## config.mk

```make
export PLATFORM = sky130hd
export DESIGN_NAME = coin_return_dispenser_flat
export DESIGN_NICKNAME = d
export VERILOG_FILES = /design/src/rtl/coin_return_dispenser_pkg.sv /design/src/rtl/coin_return_dispenser_if.sv /design/src/rtl/coin_return_dispenser_coin_select.sv /design/src/rtl/coin_return_dispenser.sv /design/src/flat_wrapper.sv
export SDC_FILE = /design/constraint.sdc
export NUM_CORES = 1
export LEC_CHECK = 0
export ABC_AREA = 1
export BUFFER_PORTS_ARGS = -buffer_cell sky130_fd_sc_hd__buf_4
export CAP_MARGIN = 20
export CORE_AREA = 8 8 84 86
export CTS_CLUSTER_SIZE = 30
export DETAILED_ROUTE_END_ITERATION = 7
export DIE_AREA = 0 0 92 94
export PLACE_DENSITY_LB_ADDON = 0.3
export SYNTH_ARGS = -nofsm -noshare
export SYNTH_HDL_FRONTEND = slang
export SYNTH_SLANG_ARGS = --single-unit
```

## constraint.sdc

```tcl
create_clock -name clk -period 4.3 [get_ports clk]
set_input_delay 0.86 -clock clk [delete_from_list [all_inputs] [get_ports clk]]
set_output_delay 0.86 -clock clk [all_outputs]
set_load 0.01 [all_outputs]
```

## src/rtl/coin_return_dispenser_pkg.sv

```systemverilog
// Shared vending-machine definitions: coin denominations, default widths and
// the dispenser state encoding.
package coin_return_dispenser_pkg;

  localparam int unsigned kNumCoinsDefault  = 32'd3;
  localparam int unsigned kTotalBitsDefault = 32'd31;

  typedef enum logic [1:0] {
    ST_IDLE     = 2'd0,
    ST_DISPENSE = 2'd1,
    ST_DONE     = 2'd2
  } state_e;

  // Face value of the coin on one-hot bit idx; unknown bits are worth nothing.
  function automatic logic [31:0] coin_value(input int unsigned idx);
    logic [31:0] value;
    case (idx)
      32'd0:   value = 32'd100;
      32'd1:   value = 32'd500;
      32'd2:   value = 32'd1000;
      default: value = 32'd0;
    endcase
    return value;
  endfunction

endpackage

```

## src/rtl/coin_return_dispenser_if.sv

```systemverilog
// Request / coin-chute handshake bundle between the vending controller
// (master) and the coin return dispenser (slave).
interface coin_return_dispenser_if #(
  parameter int unsigned kNumCoins  = 32'd3,
  parameter int unsigned kTotalBits = 32'd31
);
  logic                  i_start;
  logic [kTotalBits-1:0] i_total;
  logic                  i_ready;
  logic [kNumCoins-1:0]  o_return_coin;
  logic                  o_coin_valid;
  logic                  o_busy;
  logic                  o_done;
  logic [kTotalBits-1:0] o_remaining;
  logic                  o_residue;

  modport slave (
    input  i_start, i_total, i_ready,
    output o_return_coin, o_coin_valid, o_busy, o_done, o_remaining, o_residue
  );

  modport master (
    output i_start, i_total, i_ready,
    input  o_return_coin, o_coin_valid, o_busy, o_done, o_remaining, o_residue
  );
endinterface

```

## src/rtl/coin_return_dispenser_coin_select.sv

```systemverilog
// Greedy coin picker: the largest denomination not exceeding the amount owed.
// Purely combinational.
module coin_select
  import coin_return_dispenser_pkg::*;
#(
  parameter int unsigned kNumCoins  = kNumCoinsDefault,
  parameter int unsigned kTotalBits = kTotalBitsDefault
) (
  input  logic [kTotalBits-1:0] remaining_i,
  output logic [kNumCoins-1:0]  coin_o,
  output logic [kTotalBits-1:0] value_o,
  output logic                  valid_o
);

  // Scan from the largest denomination down; the first that fits wins.
  always_comb begin
    coin_o  = '0;
    value_o = '0;
    valid_o = 1'b0;
    for (int i = int'(kNumCoins) - 1; i >= 0; i--) begin
      if (!valid_o && (coin_value(int'(i)) != 32'd0) &&
          (remaining_i >= kTotalBits'(coin_value(int'(i))))) begin
        coin_o[i] = 1'b1;
        value_o   = kTotalBits'(coin_value(int'(i)));
        valid_o   = 1'b1;
      end else begin
        valid_o = valid_o;
      end
    end
  end

endmodule

```

## src/rtl/coin_return_dispenser.sv

```systemverilog
// Coin return dispenser: latches the amount owed and pays it out one coin per
// accepted chute handshake, then pulses done and flags any sub-100 residue.
module coin_return_dispenser
  import coin_return_dispenser_pkg::*;
#(
  parameter int unsigned kNumCoins  = kNumCoinsDefault,
  parameter int unsigned kTotalBits = kTotalBitsDefault
) (
  input  logic                    clk,
  input  logic                    reset_n,
  coin_return_dispenser_if.slave  bus
);

  state_e                state_q;
  logic [kTotalBits-1:0] remaining_q;
  logic                  residue_q;

  logic [kNumCoins-1:0]  sel_coin_s;
  logic [kTotalBits-1:0] sel_value_s;
  logic                  sel_valid_s;

  coin_select #(
    .kNumCoins  (kNumCoins),
    .kTotalBits (kTotalBits)
  ) u_coin_select (
    .remaining_i (remaining_q),
    .coin_o      (sel_coin_s),
    .value_o     (sel_value_s),
    .valid_o     (sel_valid_s)
  );

  // Return FSM with the amount-owed and residue registers.
  always_ff @(posedge clk or negedge reset_n) begin
    if (!reset_n) begin
      state_q     <= ST_IDLE;
      remaining_q <= '0;
      residue_q   <= 1'b0;
    end else begin
      case (state_q)
        ST_IDLE: begin
          if (bus.i_start) begin
            remaining_q <= bus.i_total;
            residue_q   <= 1'b0;
            state_q     <= ST_DISPENSE;
          end else begin
            state_q <= ST_IDLE;
          end
        end
        ST_DISPENSE: begin
          // Nothing left that a coin can cover: finish without waiting on the chute.
          if (!sel_valid_s) begin
            residue_q <= (remaining_q != '0);
            state_q   <= ST_DONE;
          end else if (bus.i_ready) begin
            remaining_q <= remaining_q - sel_value_s;
          end else begin
            state_q <= ST_DISPENSE;
          end
        end
        ST_DONE: begin
          state_q <= ST_IDLE;
        end
        default: begin
          state_q <= ST_IDLE;
        end
      endcase
    end
  end

  // Outputs decode straight from registered state so reset clears them at once.
  always_comb begin
    bus.o_coin_valid  = 1'b0;
    bus.o_return_coin = '0;
    if ((state_q == ST_DISPENSE) && sel_valid_s) begin
      bus.o_coin_valid  = 1'b1;
      bus.o_return_coin = sel_coin_s;
    end else begin
      bus.o_coin_valid  = 1'b0;
      bus.o_return_coin = '0;
    end
  end

  assign bus.o_busy      = (state_q != ST_IDLE);
  assign bus.o_done      = (state_q == ST_DONE);
  assign bus.o_remaining = remaining_q;
  assign bus.o_residue   = residue_q;

endmodule

```

## src/flat_wrapper.sv

```systemverilog
// flat-port wrapper written by rule: the top's interface ports become plain ports
module coin_return_dispenser_flat import coin_return_dispenser_pkg::*;
#(
  parameter int unsigned kNumCoins  = kNumCoinsDefault,
  parameter int unsigned kTotalBits = kTotalBitsDefault
)
  (clk, reset_n, bus_i_start, bus_i_total, bus_i_ready, bus_o_return_coin, bus_o_coin_valid, bus_o_busy, bus_o_done, bus_o_remaining, bus_o_residue);
  coin_return_dispenser_if #(.kNumCoins(kNumCoins), .kTotalBits(kTotalBits)) bus_i ();
  input  logic clk;
  input  logic reset_n;
  input wire logic [$bits(bus_i.i_start)-1:0] bus_i_start;
  input wire logic [$bits(bus_i.i_total)-1:0] bus_i_total;
  input wire logic [$bits(bus_i.i_ready)-1:0] bus_i_ready;
  output wire logic [$bits(bus_i.o_return_coin)-1:0] bus_o_return_coin;
  output wire logic [$bits(bus_i.o_coin_valid)-1:0] bus_o_coin_valid;
  output wire logic [$bits(bus_i.o_busy)-1:0] bus_o_busy;
  output wire logic [$bits(bus_i.o_done)-1:0] bus_o_done;
  output wire logic [$bits(bus_i.o_remaining)-1:0] bus_o_remaining;
  output wire logic [$bits(bus_i.o_residue)-1:0] bus_o_residue;
  assign bus_i.i_start = bus_i_start;
  assign bus_i.i_total = bus_i_total;
  assign bus_i.i_ready = bus_i_ready;
  assign bus_o_return_coin = bus_i.o_return_coin;
  assign bus_o_coin_valid = bus_i.o_coin_valid;
  assign bus_o_busy = bus_i.o_busy;
  assign bus_o_done = bus_i.o_done;
  assign bus_o_remaining = bus_i.o_remaining;
  assign bus_o_residue = bus_i.o_residue;
  coin_return_dispenser #(.kNumCoins(kNumCoins), .kTotalBits(kTotalBits)) u_core (.clk(clk), .reset_n(reset_n), .bus(bus_i));
endmodule
```

======== After elaboration in Yosys (flattened, before gate mapping) ========
Cells that the tools add are included.
cells by class
  $add $sub $neg .......................... 1
  multiply operators ...................... 0
  div/mod/pow operators ................... 0
  $lt $le $gt $ge ......................... 3
  equal/unequal tests ..................... 7
  shift-type cells ........................ 0
  multiplexer cells ....................... 21
  bitwise logic cells ..................... 0
  reduce and logical (&&, ||, !) cells .... 11
operator list
  cell                    number
  $mux W31                5
  $pmux W31 S2            1
  $ge A31 B10 Y1 const B  1
  $ge A31 B7 Y1 const B   1
  $ge A31 B9 Y1 const B   1
  $reduce_bool A31 Y1     1
  $sub A31 B31 Y31        1
  $mux W10                1
  $mux W1                 9
  $ne A2 B2 Y1 const B    3
  $mux W2                 2
  $pmux W2 S2             1
  $reduce_and A4 Y1       1
  $reduce_bool A2 Y1      2
  $logic_and A1 B1 Y1     3
  $mux W3                 1
  $ne A3 B3 Y1 const B    1
  $reduce_and A3 Y1       1
  $eq A2 B1 Y1 const B    1
  $eq A2 B2 Y1 const B    1
  $logic_not A1 Y1        2
  $logic_not A2 Y1        1
  $ne A2 B1 Y1 const B    1
  $pmux W1 S2             1
storage, ports and cells
  flip-flop bits (word level) ............. 34
  bits in latches ......................... 0
  RAM bits ................................ 0
  bits in read-only memories .............. 0
  input bits .............................. 35
  output and inout bits ................... 38
  word-level logic and storage cells ...... 46
  memories kept ........................... 0

======== Logic depth before layout (Yosys ltp) ========
  depth in word-level cells ............... 12
  gate-level depth with buffers ........... 22
  depth with buffers taken out ............ 22

======== Modules after synthesis ========
A second synthesis with hierarchy kept.
unflattened totals
  cell total of the unflattened synthesis .. 822
  area, all modules ....................... 4,573.1 um^2
by module, submodules not included
  module                 instances  cells an instance  area each (um^2)  seq. area each (um^2)
  coin_return_dispenser  1          725                4,023.9           850.8
  coin_select            1          97                 549.3             0.0

======== Least setup slack after synthesis ========
Ideal clock, no wire load.
  path type ............................... reg2reg
  start point ............................. register u_core.remaining_q[19] (netlist: u_core.bus.o_remaining[19])
  end point ............................... register u_core.remaining_q[18] (netlist: u_core.bus.o_remaining[18])
  setup time .............................. 113 ps
  arrival time ............................ 2,958 ps
  data required time ...................... 4,187 ps
  setup slack ............................. 1,229 ps
  cell stages (with the launch flop) ...... 19
  buffers on the path ..................... 0
  clock period less this slack ............ 3,071 ps
  path through ............................ dfrtp_1 nor2_2 nand2_2 nor2_2 nand2_2 nor4_4 nand2_1 nand2_1 ha_1 inv_1 fa_1 nand3_1 nand3_1 a21oi_1 nand2_1 o21ai_0 nand3_1 nand2_1 inv_1
on the way
  longest elaborated chain between the ends .. 12
  elaborated cells between the ends (all ways) .. 19
  those cells by class .................... 1 x add/sub; 3 x order compare; 1 x eq/ne; 9 x mux; 5 x reduce/logical
RTL lines
  element                 RTL line                                 source
  from (decl)             coin_return_dispenser.sv:15              logic [kTotalBits-1:0] remaining_q;
  from (signal assigned)  coin_return_dispenser.sv:42              remaining_q <= bus.i_total;
  from (signal assigned)  coin_return_dispenser.sv:55              remaining_q <= remaining_q - sel_value_s;
  $ge A31 B10 Y1          coin_return_dispenser_coin_select.sv:22  (remaining_i >= kTotalBits'(coin_value(int'(i))))) begin
  $mux W1                 coin_return_dispenser_coin_select.sv:21  if (!valid_o && (coin_value(int'(i)) != 32'd0) &&
  $logic_not A1 Y1        coin_return_dispenser_coin_select.sv:21
  $logic_and A1 B1 Y1     coin_return_dispenser_coin_select.sv:21
  $mux W1                 coin_return_dispenser_coin_select.sv:21
  $logic_not A1 Y1        coin_return_dispenser_coin_select.sv:21
  $logic_and A1 B1 Y1     coin_return_dispenser_coin_select.sv:21
  $mux W31                coin_return_dispenser_coin_select.sv:21
  $sub A31 B31 Y31        coin_return_dispenser.sv:55
  $mux W31                coin_return_dispenser.sv:54              end else if (bus.i_ready) begin
  $mux W31                coin_return_dispenser.sv:51              if (!sel_valid_s) begin
  $pmux W31 S2            coin_return_dispenser.sv:39              case (state_q)
Parallel ways exist; a longest one is shown, timed or not. The select of a mux whose other input is x is not followed.
A chain may end at the register's enable or synchronous reset.

======== Worst setup path in the final report ========
Same ends and word-level chain as after synthesis.

==> results.md <==
* Status: complete, no violations
* DR WL/cell at 15.27 µm
* Post-CTS Setup Bufs at 0
* Yosys cell types at 34
* Fin crit share at 84.08%
* Finish-stage setup viols at 0
* Synth top area cells: dfrtp_1 28%, nand2_1 19%, nor2_1 9.1%
* Die width at between 90 and 100 µm
* Primary FF master, synth: dfrtp_1
* CTS tree: yes
* Congestion Overflow GR at 0
* Num CTS Buffers at 5
* Maximum clock insertion buffer count at 2
* FF-to-FF End: u_core.bus.o_remaining[18]
* Startpoint types: flip-flop
* Hold Crit Class: in -> async
* Critical path buffers and inverters at 2
* Worst Setup EP: u_core.bus.o_remaining[18]
* CTS Hold Bufs at 0
* DR vias/cell at 5.338
* H-tree depth at 2
* F_max at 276.6 MHz
* Initial Util at ~54%
* Final TNS setup at 0 ns
* Initial antenna violation count at 0
* CP Class: reg -> reg
* Slew Limit Fails at 0
* Vias post-DR at roughly 3,500
* Core Rows at 28
* Pin count of the biggest net entering global routing at 35
* Crit path from: u_core.bus.o_remaining[19]
* Cell taking the most area after synthesis: dfrtp_1
* Max_cap viols at 0
* Post-DP HPWL at 7711 µm
* #FFs+latches synth at 34
* Nets at ~600
* WP data arrival at 3.81 ns
* Worst slew pin tran at 0.7499 ns
* Cell family with most CP delay: simple AND/OR/NAND/NOR gates
* Mapped Area at 3083 µm²
* Worst VDD drop at about 0.00026 V
* Worst R2R Path Depth at 18
* Worst Skew at ~0.0044 ns
* First-pass GRT wire length at 16,170 µm
* Critical Path Fanout Max at 5
* Worst setup EP type: flip-flop
* Core Util, Final at 65.35%
* Post-synth EDFFs at 0
* Cell Count, Final, Fillers Out at 650
* Async SR Flop Fraction at between 90% and 100%
* Sequential-to-total area share from yosys stat at 27.60%
* Critical Path RT at between 4 and 5 ns
* Initial DRC count at between 300 and 400
* Num ports at 73
* Min Tclk post-route at 3.615 ns
* Inst Count DP at 642
* CP Cell Sequence: nor2_2, nand2_2, nor2_2, nand2_2, nor4_4, nand2_1, nand2_1, ha_1, inv_1, fa_1, nand3_1, nand3_1, a21oi_1, nand2_1, o21ai_0, nand3_1, nand2_1, inv_1
* Die footprint at 8648 µm²
* Worst path slowest cell: dfrtp_1
* Most frequent cell after synthesis: nand2_1
* Post-route ant nets at 0
* Syn-to-layout area delta at 21.79%
* Syn Inst Count at 504
* Die H at 94 µm
* Levels on crit path at 18
* Mapped Nets at 548
* Cell mode on critical path: nand2_1
* RSZ-0062 raised after global routing: no
* CP peak stage delay at 0.43 ns
* Routability congestion estimate at 1.000
* CTS resizes at 0
* CTS clock-pin slew for the worst setup and hold paths at 0.07 ns
* Power density cells at around 400 nW/µm²
* Synth top area share at 27.60%
* Vias in the first global route at roughly 3,400
* Share of layout cells above drive strength 1 at 18.09%
* Input/output buffers at 72
* GRT Total Usage at 23.29%
* Hold Slack at between 0.5 and 0.6 ns
* Drt total wl at 9927 µm
* Leakage Power at roughly 2.0 nW
* Core Area at 5746 µm²
* R2R Path Start: u_core.bus.o_remaining[19]
* Reg2Reg Setup Slack at 0.68 ns
* Final Power at around 1.5 mW
* Pre-antenna DRT Iters at 5
* Mean Syn Cell Area at about 6.1 µm²
* Synth top cells by count: 153 x nand2_1, 75 x nor2_1, 71 x inv_1, 50 x nand3_1, 34 x dfrtp_1
* Clock Sinks at 34
* N_diodes at 0
* Clock latency on the worst-skew pair at 0.29 ns
* Remaining DRCs at 0
* Final Hold Viols at 0
* Ys Warns at 0
* Slew headroom at 49.56%
* Root buf cell: clkbuf_8
-- how the worst min path moves through the flow --
stage                              startpoint                        end  slack [ns]  depth (start not counted)
floorplan                             reset_n  u_core.bus.o_remaining[0]        0.56                          0
finish                                reset_n  u_core.bus.o_remaining[9]        0.52                          1
detailed placement  u_core.bus.o_remaining[1]  u_core.bus.o_remaining[1]        0.54                          1
CTS                                   reset_n  u_core.bus.o_remaining[9]        0.53                          1
global route                          reset_n  u_core.bus.o_remaining[3]        0.56                          1
global placement         u_core.bus.o_residue       u_core.bus.o_residue        0.51                          2
-- power breakdown --
part	internal, mW	total, mW	switching, mW
combinational	0.274	0.664	0.389
clock	0.174	0.300	0.127
sequential	0.395	0.525	0.130
-- cell families (layout without fill, tap and decap cells) --
logic type / count (synthesis) / after routing / share of synthesized area [%]
muxes: 2 / 2 / 0.7305
buffers and inverters: 83 / 154 / 11.61
and+or+nand+nor: 315 / 315 / 44.76
xor gates and xnor gates: 2 / 2 / 0.5683
adders and majority gates: 9 / 9 / 3.896
DFF: 34 / 34 / 27.60
AOI/OAI and AO/OA: 59 / 59 / 10.84
-- placed cells by master, fill, tap and decap left out --
master,count
a21boi_0,2
a21boi_4,1
a21oi_1,31
a21oi_2,1
and2_1,2
buf_4,75
bufinv_16,1
clkbuf_1,2
clkbuf_8,5
dfrtp_1,34
fa_1,1
ha_1,8
inv_1,71
mux2_2,2
nand2_1,153
nand2_2,4
nand2_4,2
nand3_1,50
nand4_1,14
nor2_1,75
nor2_2,6
nor2_4,1
nor2_8,1
nor3_1,1
nor4_1,2
nor4_4,1
o211ai_1,4
o21ai_0,11
o21ai_1,7
o21ai_2,1
o31ai_1,1
or2_2,3
xnor2_1,1
xor2_1,1
-- per-layer routing --
metal	GRT usage (%)	vias to the layer above	share of wire, %
met2	38.44	144	48
met3	5.116	12	8.2
li1	-	1743	-
met1	29.32	1571	42
met4	8.054	0	1.6
met5	0	-	0
-- metrics by stage --
step                cell area (µm²)  setup WS, ns
floorplan                      3083         1.229
global placement               3649        0.9485
detailed placement             3649        0.7243
CTS                            3755        0.7056
global route                   3755        0.2983
finish                         3755        0.6846
-- worst register-to-register path: stages (launching register included) --
cell and delay [ns]:
dfrtp_1 0.43, nor2_2 0.16, nand2_2 0.08, nor2_2 0.16
nand2_2 0.14, nor4_4 0.43, nand2_1 0.18, nand2_1 0.10
ha_1 0.14, inv_1 0.08, fa_1 0.43, nand3_1 0.10
nand3_1 0.15, a21oi_1 0.40, nand2_1 0.14, o21ai_0 0.18
nand3_1 0.08, nand2_1 0.09, inv_1 0.04
-- layout make-up --
cell class | count | area (µm²)
Clock buffer | 7 | 76.32
Clock inverter | 1 | 30.03
Fill cell | 557 | 1991
Inverter | 71 | 266.5
Multi-Input combinational cell | 387 | 1874
Sequential cell | 34 | 850.8
Tap cell | 75 | 93.84
Timing Repair Buffer | 75 | 563.0
-- sequential cells by signal (all words and copies together), names as in the netlist --
name and flops:
u_core.state_q 2, u_core.bus.o_residue 1, u_core.bus.o_remaining 31
Power figures use the tool's default switching activity.
